$ cat config.mk
export PLATFORM = sky130hd
export DESIGN_NAME = pc_branch_sequencer_flat
export DESIGN_NICKNAME = d
export VERILOG_FILES = /design/src/rtl/pc_branch_sequencer_if.sv /design/src/rtl/pc_branch_sequencer.sv /design/src/flat_wrapper.sv
export SDC_FILE = /design/constraint.sdc
export NUM_CORES = 1
export LEC_CHECK = 0
export BUFFER_PORTS_ARGS = -buffer_cell sky130_fd_sc_hd__buf_2
export CORE_MARGIN = 10
export CORE_UTILIZATION = 45
export CTS_CLUSTER_DIAMETER = 200
export DETAILED_ROUTE_END_ITERATION = 6
export GPL_ROUTABILITY_DRIVEN = 0
export GPL_TIMING_DRIVEN = 0
export PLACE_DENSITY_LB_ADDON = 0.12
export SETUP_SLACK_MARGIN = 0.3
export SLEW_MARGIN = 40
export SYNTH_ARGS = -nofsm -noshare
export SYNTH_HDL_FRONTEND = slang
export SYNTH_SLANG_ARGS = --single-unit
$ cat constraint.sdc
create_clock -name clk -period 5.8 [get_ports clk]
set_input_delay 0.29 -clock clk [delete_from_list [all_inputs] [get_ports clk]]
set_output_delay 0.29 -clock clk [all_outputs]
set_load 0.005 [all_outputs]
$ cat src/rtl/pc_branch_sequencer_if.sv
// Fetch-side bus of the PC sequencer: redirect requests from the resolving
// control-transfer instruction in, fetch address and status out.
interface pc_branch_sequencer_if;
   logic        stall;
   logic [31:0] br_pc4;
   logic [31:0] offset_shifted;
   logic        branch_en;
   logic        branch_ne;
   logic        alu_zero;
   logic        jump_en;
   logic [25:0] jump_index;
   logic        jr_en;
   logic [31:0] jr_target;
   logic [31:0] pc;
   logic [31:0] pc_plus4;
   logic        flush;
   logic        in_slot;
   logic        err;

   modport master (
      output stall, br_pc4, offset_shifted, branch_en, branch_ne, alu_zero,
             jump_en, jump_index, jr_en, jr_target,
      input  pc, pc_plus4, flush, in_slot, err
   );

   modport slave (
      input  stall, br_pc4, offset_shifted, branch_en, branch_ne, alu_zero,
             jump_en, jump_index, jr_en, jr_target,
      output pc, pc_plus4, flush, in_slot, err
   );
endinterface

$ cat src/rtl/pc_branch_sequencer.sv
// Program counter and next-PC selection for the MIPS fetch stage, with an
// optional single branch delay slot. RESET_PC must be word-aligned.
module pc_branch_sequencer #(
   parameter logic [31:0] RESET_PC   = 32'h0000_0000,
   parameter int          DELAY_SLOT = 1
) (
   input logic                   clk,
   input logic                   reset,
   pc_branch_sequencer_if.slave  bus
);

   typedef enum logic {SEQ, SLOT} state_t;

   state_t      r_state;
   logic [31:0] r_pc;
   logic [31:0] r_pending;
   logic        r_flush;
   logic        r_inSlot;
   logic        r_err;

   logic        w_takeBr;
   logic        w_redirect;
   logic        w_jrMisaligned;
   logic [31:0] w_target;
   logic [31:0] w_pcPlus4;

   // Redirect decode; target priority is jr over jump over branch.
   always_comb begin
      w_takeBr       = bus.branch_en & (bus.alu_zero ^ bus.branch_ne);
      w_redirect     = bus.jr_en | bus.jump_en | w_takeBr;
      w_jrMisaligned = bus.jr_en & (bus.jr_target[1:0] != 2'b00);
      w_pcPlus4      = r_pc + 32'd4;
      if (bus.jr_en) begin
         w_target = {bus.jr_target[31:2], 2'b00};
      end else if (bus.jump_en) begin
         w_target = {bus.br_pc4[31:28], bus.jump_index, 2'b00};
      end else begin
         w_target = bus.br_pc4 + bus.offset_shifted;
      end
   end

   // Sequencer: a stall freezes everything except the flush pulse, and
   // a redirect seen while the delay-slot fetch is outstanding is dropped.
   always_ff @(posedge clk) begin
      if (reset) begin
         r_state   <= SEQ;
         r_pc      <= RESET_PC;
         r_pending <= 32'd0;
         r_flush   <= 1'b0;
         r_inSlot  <= 1'b0;
         r_err     <= 1'b0;
      end else if (bus.stall) begin
         r_flush <= 1'b0;
      end else begin
         case (r_state)
            SEQ: begin
               if (w_redirect) begin
                  if (w_jrMisaligned) begin
                     r_err <= 1'b1;
                  end
                  if (DELAY_SLOT != 0) begin
                     r_pending <= w_target;
                     r_pc      <= w_pcPlus4;
                     r_inSlot  <= 1'b1;
                     r_flush   <= 1'b0;
                     r_state   <= SLOT;
                  end else begin
                     r_pc    <= w_target;
                     r_flush <= 1'b1;
                  end
               end else begin
                  r_pc    <= w_pcPlus4;
                  r_flush <= 1'b0;
               end
            end
            SLOT: begin
               r_pc     <= r_pending;
               r_inSlot <= 1'b0;
               r_flush  <= 1'b0;
               r_state  <= SEQ;
               if (w_redirect) begin
                  r_err <= 1'b1;
               end
            end
            default: begin
               r_state <= SEQ;
            end
         endcase
      end
   end

   assign bus.pc       = r_pc;
   assign bus.pc_plus4 = w_pcPlus4;
   assign bus.flush    = r_flush;
   assign bus.in_slot  = r_inSlot;
   assign bus.err      = r_err;

endmodule
$ cat src/flat_wrapper.sv
// flat-port wrapper written by rule: the top's interface ports become plain ports
module pc_branch_sequencer_flat 
#(
   parameter logic [31:0] RESET_PC   = 32'h0000_0000,
   parameter int          DELAY_SLOT = 1
)
  (clk, reset, bus_stall, bus_br_pc4, bus_offset_shifted, bus_branch_en, bus_branch_ne, bus_alu_zero, bus_jump_en, bus_jump_index, bus_jr_en, bus_jr_target, bus_pc, bus_pc_plus4, bus_flush, bus_in_slot, bus_err);
  pc_branch_sequencer_if bus_i ();
  input logic clk;
  input logic reset;
  input wire logic [$bits(bus_i.stall)-1:0] bus_stall;
  input wire logic [$bits(bus_i.br_pc4)-1:0] bus_br_pc4;
  input wire logic [$bits(bus_i.offset_shifted)-1:0] bus_offset_shifted;
  input wire logic [$bits(bus_i.branch_en)-1:0] bus_branch_en;
  input wire logic [$bits(bus_i.branch_ne)-1:0] bus_branch_ne;
  input wire logic [$bits(bus_i.alu_zero)-1:0] bus_alu_zero;
  input wire logic [$bits(bus_i.jump_en)-1:0] bus_jump_en;
  input wire logic [$bits(bus_i.jump_index)-1:0] bus_jump_index;
  input wire logic [$bits(bus_i.jr_en)-1:0] bus_jr_en;
  input wire logic [$bits(bus_i.jr_target)-1:0] bus_jr_target;
  output wire logic [$bits(bus_i.pc)-1:0] bus_pc;
  output wire logic [$bits(bus_i.pc_plus4)-1:0] bus_pc_plus4;
  output wire logic [$bits(bus_i.flush)-1:0] bus_flush;
  output wire logic [$bits(bus_i.in_slot)-1:0] bus_in_slot;
  output wire logic [$bits(bus_i.err)-1:0] bus_err;
  assign bus_i.stall = bus_stall;
  assign bus_i.br_pc4 = bus_br_pc4;
  assign bus_i.offset_shifted = bus_offset_shifted;
  assign bus_i.branch_en = bus_branch_en;
  assign bus_i.branch_ne = bus_branch_ne;
  assign bus_i.alu_zero = bus_alu_zero;
  assign bus_i.jump_en = bus_jump_en;
  assign bus_i.jump_index = bus_jump_index;
  assign bus_i.jr_en = bus_jr_en;
  assign bus_i.jr_target = bus_jr_target;
  assign bus_pc = bus_i.pc;
  assign bus_pc_plus4 = bus_i.pc_plus4;
  assign bus_flush = bus_i.flush;
  assign bus_in_slot = bus_i.in_slot;
  assign bus_err = bus_i.err;
  pc_branch_sequencer #(.RESET_PC(RESET_PC), .DELAY_SLOT(DELAY_SLOT)) u_core (.clk(clk), .reset(reset), .bus(bus_i));
endmodule
==> parameters.txt, run 1 <==
Parameter                              Value

STA
  Setup Total Neg Slack ... 0 ns
  Unrepaired setup endpoints after global routing ... no
  Worst relative slew slack ... 49.1%
  Period utilization ... 58.5%
  Time the worst path needs with I/O delays and setup ... 3.39 ns
  Worst Max-Slew Pin Slew ... 0.764 ns
  Final worst clock skew ... 0.00727 ns
  Number of endpoints failing setup at the final stage ... 0
  Fin. Hold Viols ... 0
  Max-slew violations ... 0
  Maximum operating frequency ... 295 MHz

Global routing
  Total congestion overflow ... 0
  Number of antenna violations at the first check in global routing ... 1
  Vias in the first global route ... 6192
  Total Routing Usage GR ... 21.9%
  First-pass GRT wire length ... 30.2 mm
  Pin count of the biggest net entering global routing ... 13

Worst setup path
  Required @ worst endpoint ... 5.51 ns
  Peak fanout along the critical path ... 7
  WS Path Type ... reg2out
  Largest stage delay on the critical path ... 0.55 ns
  Family with the most delay on the worst path ... simple AND/OR/NAND/NOR gates
  Critical path capture point type ... output pin
  Crit path launch type ... flop
  Cells traversed along the worst timing path ... ha_1 > nand3_1 > nor2_1 > nand3b_1 > nor3_1 > nand4_1 > xnor2_1 > buf_2
  Arrival time reported for the critical path endpoint ... 3.10 ns
  Buf+Inv Stages, Crit Path ... 1
  Max stage delay cell, worst path ... sky130_fd_sc_hd__nor3_1

Synth
  Fraction of registers with async set or reset after synthesis ... 0%
  Fraction of post-synthesis cell area in the top cell type by area ... 24.8%
  Count of different cell masters after synthesis ... 66
  Most repeated cell in the gate-level netlist after synthesis ... sky130_fd_sc_hd__nor2_1
  Syn Area/Cell ... 7.57 um2
  Fraction of the yosys area taken by sequential cells ... 24.8%
  Dominant cell type by area after synthesis ... sky130_fd_sc_hd__dfxtp_1
  Syn Std Cell Area ... 0.00541 mm2
  Largest cells by area after synthesis ... sky130_fd_sc_hd__dfxtp_1, sky130_fd_sc_hd__ha_1, sky130_fd_sc_hd__a21oi_1, sky130_fd_sc_hd__nor2_1, sky130_fd_sc_hd__o211ai_1
  #FFs+latches synth ... 67
  Number of warning messages in the yosys log ... 0
  Leading register cell type out of synthesis ... sky130_fd_sc_hd__dfxtp_1
  Gate count of the mapped netlist ... 715
  Net count of the mapped netlist ... 878
  Number of enable-type register cells in the synthesized netlist ... 0
  List of most frequent post-synthesis cells ... sky130_fd_sc_hd__nor2_1, sky130_fd_sc_hd__nand2_1, sky130_fd_sc_hd__a21oi_1

Layout
  Combined area of the multi-input logic cells ... 0.00372 mm2
  Final cell count without fillers ... 1069
  Layout overhead on the synthesized area ... 27.2%
  NumNets Final ... 1083
  Fillers ... 1121
  Fraction of final layout cells sized beyond drive strength 1 ... 26.2%
  Sequential standard cell area ... 0.00134 mm2
  Summed area of non-filler cells in the final layout ... 0.00688 mm2

Die
  Vertical die dimension ... 130 um
  Initial Util ... 46.6%
  # rows ... 39
  Ports placed on the boundary ... 197
  Area of the die ... 0.0168 mm2
  Core ar. ... 0.0116 mm2
  Die boundary width ... 130 um

Clocking
  Worst-Skew Late Latency ... 0.34 ns
  TritonCTS sink count ... 67
  Hold Buf Count CTS ... 0
  Setup Fix Bufs, Post-CTS ... 0
  Clock transition at path regs ... 0.06 ns
  Clock root buffer ... sky130_fd_sc_hd__clkbuf_16
  Max Buffers Root-to-Sink ... 2
  CTS tree ... yes
  H-Tree Depth ... 3
  Post-cts repair resize count ... 0
  Clock buffers created by TritonCTS ... 9

Drt
  Met3 routed wirelength ... 1.41 mm
  Antenna-violating nets left ... 0
  Detailed-routing wirelength on met1 ... 8.14 mm
  Amount of wire on met2 after detailed routing ... 9.10 mm
  Vias post-DR ... 6064
  Number of remaining DRC errors ... 0
  Routed wire per std cell ... 17.8 um
  Number of iterations in the first detailed-routing pass ... 6
  Via density per instance ... 5.67
  Starting DRT DRC Count ... 447
  Detailed Route WL ... 19.0 mm
  Uppermost layer routed ... met4

Placed design
  Number of port buffers ... 194
  Detailed-placement wirelength estimate ... 15.7 mm
  Count of placed standard cells including taps ... 1052
  Area after detailed placement ... 0.00656 mm2

Pwr
  Overall power consumption ... 1500 uW
  Leakage power ... 0.00318 uW
  Total power per unit cell area ... 218 mW/mm2
  IR Drop Worst-Case VDD ... 0.000170 V

Outcome
  Result of the run ... finished, final reports clean

Run
  Max-Cap Viols ... 0

Min path
  Worst Hold Class ... in2reg
[power by group]
group          total [uW]  leakage, uW  internal, uW  switching, uW
clock network         582     0.000147           374            208
registers             513     0.000547           489           24.2
logic                 407      0.00248           178            228
total                1500      0.00318          1040            460
[metal layers]
metal	up-vias	global-route usage, %
met2	233	37.7
met5	-	0
met4	0	6.94
met1	2813	26.5
met3	26	4.89
li1	2992	-
[registers in the layout (all words and copies together), names as in the netlist]
register,cells
u_core.r_pending,32
u_core.bus.err,1
u_core.r_state,1
u_core.bus.pc,32
u_core.bus.in_slot,1
[kinds of logic (layout without fill, tap and decap cells)]
logic type / after synthesis / in the layout / synth area share [%]
AND/OR/NAND/NOR: 251 / 251 / 21.5
AO/OA/AOI/OAI: 223 / 223 / 27.3
buffers and inverters: 69 / 279 / 6.48
flip-flops: 67 / 67 / 24.8
XOR/XNOR: 49 / 49 / 7.93
adder cells (fa/ha/maj): 33 / 33 / 7.77
multiplexers: 22 / 22 / 4.09
other: 1 / 2 / 0.0693
[area by class of cell]
class,count,share of cell area (%)
Timing Repair Buffer,194,14.1
Inverter,17,0.927
Antenna cell,1,0.0364
Multi-Input combinational cell,579,54.0
Clock buffer,9,3.27
Clock inverter,7,1.35
Sequential cell,67,19.5
Buffer,52,4.16
Tap cell,143,2.60
[worst register-to-register path, stage by stage, from the launching register on]
cell and delay [ns]:
sky130_fd_sc_hd__dfxtp_1 0.42, sky130_fd_sc_hd__ha_1 0.24, sky130_fd_sc_hd__nand3_1 0.17, sky130_fd_sc_hd__nor2_1 0.44, sky130_fd_sc_hd__nand3b_1 0.33, sky130_fd_sc_hd__nor3_1 0.56
sky130_fd_sc_hd__nand4_1 0.20, sky130_fd_sc_hd__xnor2_1 0.25, sky130_fd_sc_hd__o211ai_1 0.12, sky130_fd_sc_hd__a21oi_1 0.16
[metrics by stage]
stage | setup WS (ns) | util, % | hold slack (ns)
floorplan | 3.06 | - | 0.417
global placement | 2.52 | 56.5 | 0.431
detailed placement | 2.44 | 56.5 | 0.441
CTS | 2.37 | 59.2 | 0.225
global route | 2.09 | 59.2 | 0.255
finish | 2.41 | 59.2 | 0.230
[cell usage in the layout (no fill, tap or decap), types with 12 or more instances in the layout]
| cell | netlist | final |
|---|---|---|
| sky130_fd_sc_hd__dfxtp_1 | 67 | 67 |
| sky130_fd_sc_hd__o211ai_1 | 40 | 40 |
| sky130_fd_sc_hd__nand3_1 | 15 | 15 |
| sky130_fd_sc_hd__buf_2 | 3 | 197 |
| sky130_fd_sc_hd__xnor2_1 | 33 | 33 |
| sky130_fd_sc_hd__inv_1 | 16 | 16 |
| sky130_fd_sc_hd__nor2_1 | 85 | 85 |
| sky130_fd_sc_hd__ha_1 | 32 | 32 |
| sky130_fd_sc_hd__o21ai_0 | 22 | 22 |
| sky130_fd_sc_hd__clkbuf_1 | 33 | 33 |
| sky130_fd_sc_hd__a21o_1 | 19 | 19 |
| sky130_fd_sc_hd__mux2i_1 | 21 | 21 |
| sky130_fd_sc_hd__nand2b_1 | 16 | 16 |
| sky130_fd_sc_hd__nor3_1 | 12 | 12 |
| sky130_fd_sc_hd__xor2_1 | 16 | 16 |
| sky130_fd_sc_hd__a21oi_1 | 77 | 77 |
| sky130_fd_sc_hd__nand2_1 | 79 | 79 |
[final timing paths]
path                       start  depth (start not counted)                    to  slack (ns)
min reg2reg  u_core.r_pending[6]                          2   u_core.r_pending[6]        0.46
max reg2reg     u_core.bus.pc[2]                          9     u_core.bus.pc[30]        2.84
min            bus_jr_target[12]                          3  u_core.r_pending[12]        0.23
max             u_core.bus.pc[2]                          8      bus_pc_plus4[30]        2.41
Power figures use the tool's default switching activity.
==> inputs of run 2 (changes only) <==
clock period = 3.47 ns   (was 5.8 ns; I/O delays follow)
==> run 2 against run 1 <==
Effect of this change:
- global-route usage barely moved
- die area did not move
- sequential share of layout area barely moved
- routed wire length fell by 0.33%
- sequential power rose by 67%
- combinational power rose by 67%
- final cell count did not move
- clock skew fell by 0.0015 ns
- count of clock-buffer cells in the layout did not move
- sequential cell count did not move
- core utilization rose by 0.11 points
- critical path type unchanged
- largest cell class unchanged
==> parameters.txt, run 2 (same netlist as run 1, synthesis figures left out) <==
Parameter                              Value

Drt
  Number of remaining DRC errors ... 0 (unchanged)
  Number of iterations in the first detailed-routing pass ... 5 (-1)
  Via density per instance ... 5.66 (-0.26%)
  Vias post-DR ... 6048 (-0.26%)
  Routed wire per std cell ... 17.7 um (-0.33%)
  Detailed Route WL ... 18.9 mm (-0.33%)
  Antenna-violating nets left ... 0 (unchanged)
  Starting DRT DRC Count ... 460 (+2.9%)

Worst setup path
  Critical path capture point type ... output pin
  WS Path Type ... reg2out
  Peak fanout along the critical path ... 7 (unchanged)
  Crit path launch type ... flop
  Required @ worst endpoint ... 3.30 ns (-2.21 ns)
  Arrival time reported for the critical path endpoint ... 2.76 ns (-0.34 ns)
  Register-to-register setup slack ... 0.85 ns (-1.99 ns)

Die
  Core ar. ... 0.0116 mm2 (unchanged)
  Area of the die ... 0.0168 mm2 (unchanged)
  Vertical die dimension ... 130 um (unchanged)
  Initial Util ... 46.6% (unchanged)
  Ports placed on the boundary ... 197 (unchanged)
  # rows ... 39 (unchanged)
  Die boundary width ... 130 um (unchanged)

Clocking
  Clock root buffer ... sky130_fd_sc_hd__clkbuf_16
  TritonCTS sink count ... 67 (unchanged)
  Hold Buf Count CTS ... 0 (unchanged)
  Worst-Skew Late Latency ... 0.34 ns (about the same)
  Clock transition at path regs ... 0.06 ns (about the same)
  H-Tree Depth ... 3 (unchanged)
  Clock buffers created by TritonCTS ... 9 (unchanged)
  CTS tree ... yes
  Max Buffers Root-to-Sink ... 2 (unchanged)

STA
  Time the worst path needs with I/O delays and setup ... 2.94 ns
  Maximum operating frequency ... 341 MHz
  Fin. Hold Viols ... 0 (unchanged)
  Setup Total Neg Slack ... 0 ns (unchanged)
  Worst relative slew slack ... 49.8% (+0.70 points)
  Max-slew violations ... 0 (unchanged)
  Worst Max-Slew Pin Slew ... 0.753 ns (-0.0105 ns)
  Unrepaired setup endpoints after global routing ... no
  Period utilization ... 84.6%
  Number of endpoints failing setup at the final stage ... 0 (unchanged)
  Final worst clock skew ... 0.00573 ns (-0.00154 ns)

Placed design
  Count of placed standard cells including taps ... 1052 (unchanged)
  Area after detailed placement ... 0.00656 mm2 (unchanged)
  Number of port buffers ... 194 (unchanged)
  Detailed-placement wirelength estimate ... 15.7 mm (unchanged)

Pwr
  Leakage power ... 0.00318 uW (about the same)
  Total power per unit cell area ... 364 mW/mm2 (+67%)
  IR Drop Worst-Case VDD ... 0.000284 V (+68%)

Global routing
  Number of antenna violations at the first check in global routing ... 1 (unchanged)
  Pin count of the biggest net entering global routing ... 13 (unchanged)
  Total Routing Usage GR ... 21.9% (+0.025 points)
  Total congestion overflow ... 0 (unchanged)
  Vias in the first global route ... 6198 (+0.097%)
  First-pass GRT wire length ... 30.2 mm (+0.11%)

Layout
  Summed area of non-filler cells in the final layout ... 0.00689 mm2 (+0.18%)
  Fraction of final layout cells sized beyond drive strength 1 ... 26.5% (+0.32 points)
  Final cell count without fillers ... 1069 (unchanged)
  Layout overhead on the synthesized area ... 27.4%
  NumNets Final ... 1083 (unchanged)
  Most frequent cells in the layout ... sky130_fd_sc_hd__buf_2, sky130_fd_sc_hd__nor2_1, sky130_fd_sc_hd__nand2_1, sky130_fd_sc_hd__a21oi_1, sky130_fd_sc_hd__dfxtp_1
  Most common cell after layout, fill and taps aside ... sky130_fd_sc_hd__buf_2

Run
  Max-Cap Viols ... 0 (unchanged)

Outcome
  Result of the run ... finished, final reports clean

Min path
  Worst Hold Class ... in2reg
[run 2: cell counts in the layout (fill, tap and decap cells not counted)]
Identical to the previous run, type by type.
[run 2: repair_timing]
action | in CTS | in global routing
setup endpoints to repair | 4 | 6
cloned | 0 | 0
gates resized for setup | 1 | 2
setup buffers | 0 | 0
[run 2: where the power goes]
part           switching [uW]  internal [uW]  total (uW)
clock                     348            625         974
combinational             382            299         680
sequential               40.4            817         858
total                     770           1740        2510
[run 2: final timing paths]
check        depth (start not counted)              endpoint           startpoint
max                                  8      bus_pc_plus4[30]     u_core.bus.pc[2]
min                                  3  u_core.r_pending[12]    bus_jr_target[12]
max reg2reg                          9     u_core.bus.pc[30]     u_core.bus.pc[2]
min reg2reg                          2   u_core.r_pending[6]  u_core.r_pending[6]
[run 2: worst max-delay path, stage by stage, from the launching register on]
cell	delay [ns]
sky130_fd_sc_hd__dfxtp_1	0.42
sky130_fd_sc_hd__ha_1	0.23
sky130_fd_sc_hd__nand3_1	0.18
sky130_fd_sc_hd__nor2_2	0.33
sky130_fd_sc_hd__nand3b_1	0.31
sky130_fd_sc_hd__nor3_2	0.38
sky130_fd_sc_hd__nand4_1	0.17
sky130_fd_sc_hd__xnor2_1	0.23
sky130_fd_sc_hd__buf_2	0.16
[run 2: routing by layer]
layer  track usage, %  wire (um)
met1             26.5       8040
met2             37.8       9080
met3             4.89       1470
met4             6.94        331
met5                0          0
[run 2: cell type report]
| class | count | area, um2 |
|---|---|---|
| antenna | 1 | 2.50 |
| buffer | 52 | 287 |
| clock buffer | 9 | 225 |
| clock inverter | 7 | 92.6 |
| fill | 1119 | 4720 |
| inverter | 17 | 63.8 |
| multi-input combinational | 579 | 3730 |
| sequential | 67 | 1340 |
| tap | 143 | 179 |
| timing repair buffer | 194 | 971 |
[run 2: stage by stage]
stage	setup WS, ns	hold WS [ns]	power, uW	utilization, %
after floorplan	0.847	0.328	1300	-
after global placement	0.303	0.431	1530	56.5
after detailed placement	0.231	0.441	1540	56.5
after CTS	0.349	0.108	2510	59.3
after global routing	0.304	0.139	2630	59.3
final	0.534	0.113	2510	59.4
==> inputs of run 3 (changes only) <==
clock period = 2.39 ns   (was 3.47 ns; I/O delays follow)
==> run 3 against run 2 <==
Effect of this change:
- the flow now finishes with violations (negative setup slack)
- combinational power up 76%
- non-clock buffer count rose by 41
- clock skew fell by 0.00077 ns
- global-route usage rose by 0.80 points
- core utilization grew 8.1 points
- design area grew 14%
- register-to-register slack lost 0.95 ns
- sequential cell count unchanged
- critical endpoint is now bus_pc_plus4[31]
==> parameters.txt, run 3 (same netlist as run 1, synthesis figures left out) <==
Parameter                              Value

Outcome
  Result of the run ... finished, violations left
  Violated checks ... negative setup slack

Clocking
  CTS tree ... yes
  Clock buffers created by TritonCTS ... 9 (unchanged)
  H-Tree Depth ... 3 (unchanged)
  Clock root buffer ... sky130_fd_sc_hd__clkbuf_16
  Worst-Skew Late Latency ... 0.33 ns (about the same)
  Max Buffers Root-to-Sink ... 2 (unchanged)
  Clock transition at path regs ... 0.05 ns (about the same)
  TritonCTS sink count ... 67 (unchanged)

Drt
  Number of remaining DRC errors ... 0 (unchanged)
  Vias post-DR ... 6304 (+4.2%)
  Routed wire per std cell ... 18.4 um (+3.9%)
  Number of iterations in the first detailed-routing pass ... 5 (unchanged)
  Antenna-violating nets left ... 0 (unchanged)
  Detailed Route WL ... 20.4 mm (+7.7%)
  Via density per instance ... 5.69 (+0.56%)
  Starting DRT DRC Count ... 505 (+9.8%)

Layout
  Core Util, Final ... 67.4% (+8.1 points)
  Fraction of final layout cells sized beyond drive strength 1 ... 38.2% (+12 points)
  NumNets Final ... 1124 (+3.8%)
  Most common cell after layout, fill and taps aside ... sky130_fd_sc_hd__buf_2
  Summed area of non-filler cells in the final layout ... 0.00783 mm2 (+14%)
  Most frequent cells in the layout ... sky130_fd_sc_hd__buf_2, sky130_fd_sc_hd__nor2_1, sky130_fd_sc_hd__nand2_1, sky130_fd_sc_hd__a21oi_1, sky130_fd_sc_hd__dfxtp_1
  Layout overhead on the synthesized area ... 44.7%
  Fillers ... 1019 (-8.9%)

STA
  Hold Worst Slack ... 0.0600 ns (-0.0526 ns)
  Fin. Hold Viols ... 0 (unchanged)
  Unrepaired setup endpoints after global routing ... yes
  Max-slew violations ... 0 (unchanged)
  Maximum operating frequency ... 395 MHz
  Worst Max-Slew Pin Slew ... 0.767 ns (+0.0136 ns)
  Setup Total Neg Slack ... -0.893 ns (-0.893 ns)
  Number of endpoints failing setup at the final stage ... 11 (+11)
  Time the worst path needs with I/O delays and setup ... 2.53 ns
  Final Worst Setup Slack ... -0.143 ns (-0.678 ns)
  Worst relative slew slack ... 48.9% (-0.91 points)
  Final worst clock skew ... 0.00496 ns (-0.000769 ns)
  Period utilization ... 106%

Worst setup path
  Family with the most delay on the worst path ... simple AND/OR/NAND/NOR gates
  Most repeated library cell on the critical path ... sky130_fd_sc_hd__nor2_4
  Crit path launch type ... flop
  WS Path Type ... reg2out
  Max stage delay cell, worst path ... sky130_fd_sc_hd__dfxtp_1
  Reg2reg start ... u_core.bus.pc[6]
  Largest stage delay on the critical path ... 0.45 ns (+0.03 ns)
  Required @ worst endpoint ... 2.27 ns (-1.03 ns)
  FF-to-FF path depth ... 11 (+2)
  Arrival time reported for the critical path endpoint ... 2.41 ns (-0.35 ns)
  RR Endpoint ... u_core.bus.pc[27]
  Register-to-register setup slack ... -0.10 ns (-0.95 ns)
  Critical path capture point type ... output pin
  Peak fanout along the critical path ... 5 (-2)
  Cells traversed along the worst timing path ... nand2_1 > nor2_4 > and2_4 > nor2b_4 > nand2b_4 > or2_1 > buf_6 > buf_12 > nor2_4 > xor2_1 > buf_2
  Buf+Inv Stages, Crit Path ... 3 (+2)

Placed design
  Detailed-placement wirelength estimate ... 15.8 mm (+1.1%)
  Area after detailed placement ... 0.00671 mm2 (+2.2%)
  Number of port buffers ... 194 (unchanged)

Min path
  Launch instance of the worst min-delay path ... bus_jr_target[12]
  Min-Delay Endpoint ... u_core.r_pending[12]
  Worst Hold Class ... in2reg
  Min-Delay Path Depth ... 3 (unchanged)

Global routing
  First-pass GRT wire length ... 31.1 mm (+2.9%)
  Number of antenna violations at the first check in global routing ... 2 (+1)
  Vias in the first global route ... 6259 (+0.98%)
  Pin count of the biggest net entering global routing ... 11 (-2)
  Total Routing Usage GR ... 22.7% (+0.80 points)
  Total congestion overflow ... 0 (unchanged)

Die
  Area of the die ... 0.0168 mm2 (unchanged)
  Core ar. ... 0.0116 mm2 (unchanged)
  Vertical die dimension ... 130 um (unchanged)
  Die boundary width ... 130 um (unchanged)
  # rows ... 39 (unchanged)
  Initial Util ... 46.6% (unchanged)
  Ports placed on the boundary ... 197 (unchanged)

Pwr
  IR Drop Worst-Case VDD ... 0.000434 V (+53%)
  Overall power consumption ... 3780 uW (+51%)
  Total power per unit cell area ... 483 mW/mm2 (+33%)
  Leakage power ... 0.00358 uW (+12%)

Run
  Max-Cap Viols ... 0 (unchanged)
==> run 3: what timing repair did <==
action	in CTS	in global routing
pin swaps	48	45
setup endpoints to repair	42	54
hold buffers	0	0
resized for setup	53	60
buffers inserted	27	14
==> run 3: final cells by class <==
cell class / instances / area (um2) / area share [%]
antenna: 1 / 2.50 / 0.0320
buffer: 52 / 303 / 3.87
clock buffer: 12 / 267 / 3.40
clock inverter: 2 / 35.0 / 0.447
inverter: 17 / 63.8 / 0.815
multi-input combinational: 579 / 4270 / 54.5
sequential: 67 / 1350 / 17.2
tap: 143 / 179 / 2.29
timing repair buffer: 235 / 1370 / 17.4
==> run 3: stage by stage <==
stage / setup WS [ns] / cells
floorplan: 0.0422 / 715
global placement: -0.411 / 1052
detailed placement: -0.520 / 1052
CTS: -0.152 / 1093
global route: -0.261 / 1108
finish: -0.143 / 1108
==> run 3: where the power goes <==
group	leakage [uW]	switching [uW]	total [uW]	internal [uW]
Clock	0.000151	456	1330	878
Combinational	0.00288	634	1200	562
Sequential	0.000550	64.3	1250	1190
Total	0.00358	1150	3780	2630
==> run 3: worst max-delay path by stage <==
stage / startpoint / slack (ns) / end / cells after the start
after global placement: bus_offset_shifted[0] / -0.41 / u_core.r_pending[28] / 14
after detailed placement: bus_offset_shifted[0] / -0.52 / u_core.r_pending[30] / 14
final: u_core.bus.pc[6] / -0.14 / bus_pc_plus4[31] / 11
after floorplan: u_core.bus.pc[8] / 0.04 / u_core.bus.pc[27] / 12
after CTS: u_core.bus.pc[8] / -0.15 / bus_pc_plus4[29] / 12
after global routing: u_core.bus.pc[8] / -0.26 / bus_pc_plus4[29] / 12
==> run 3: metal layers <==
layer / up-vias / global-route usage (%) / part of all wire, %
li1: 3076 / - / -
met1: 2937 / 26.6 / 41
met2: 263 / 40.1 / 49
met3: 28 / 5.75 / 7.7
met4: 0 / 6.35 / 1.6
met5: - / 0 / 0
==> run 3: tightest hold or removal path, cell delays in order <==
cell	delay (ns)
sky130_fd_sc_hd__buf_2	0.09
sky130_fd_sc_hd__a32oi_1	0.09
sky130_fd_sc_hd__o31ai_1	0.06
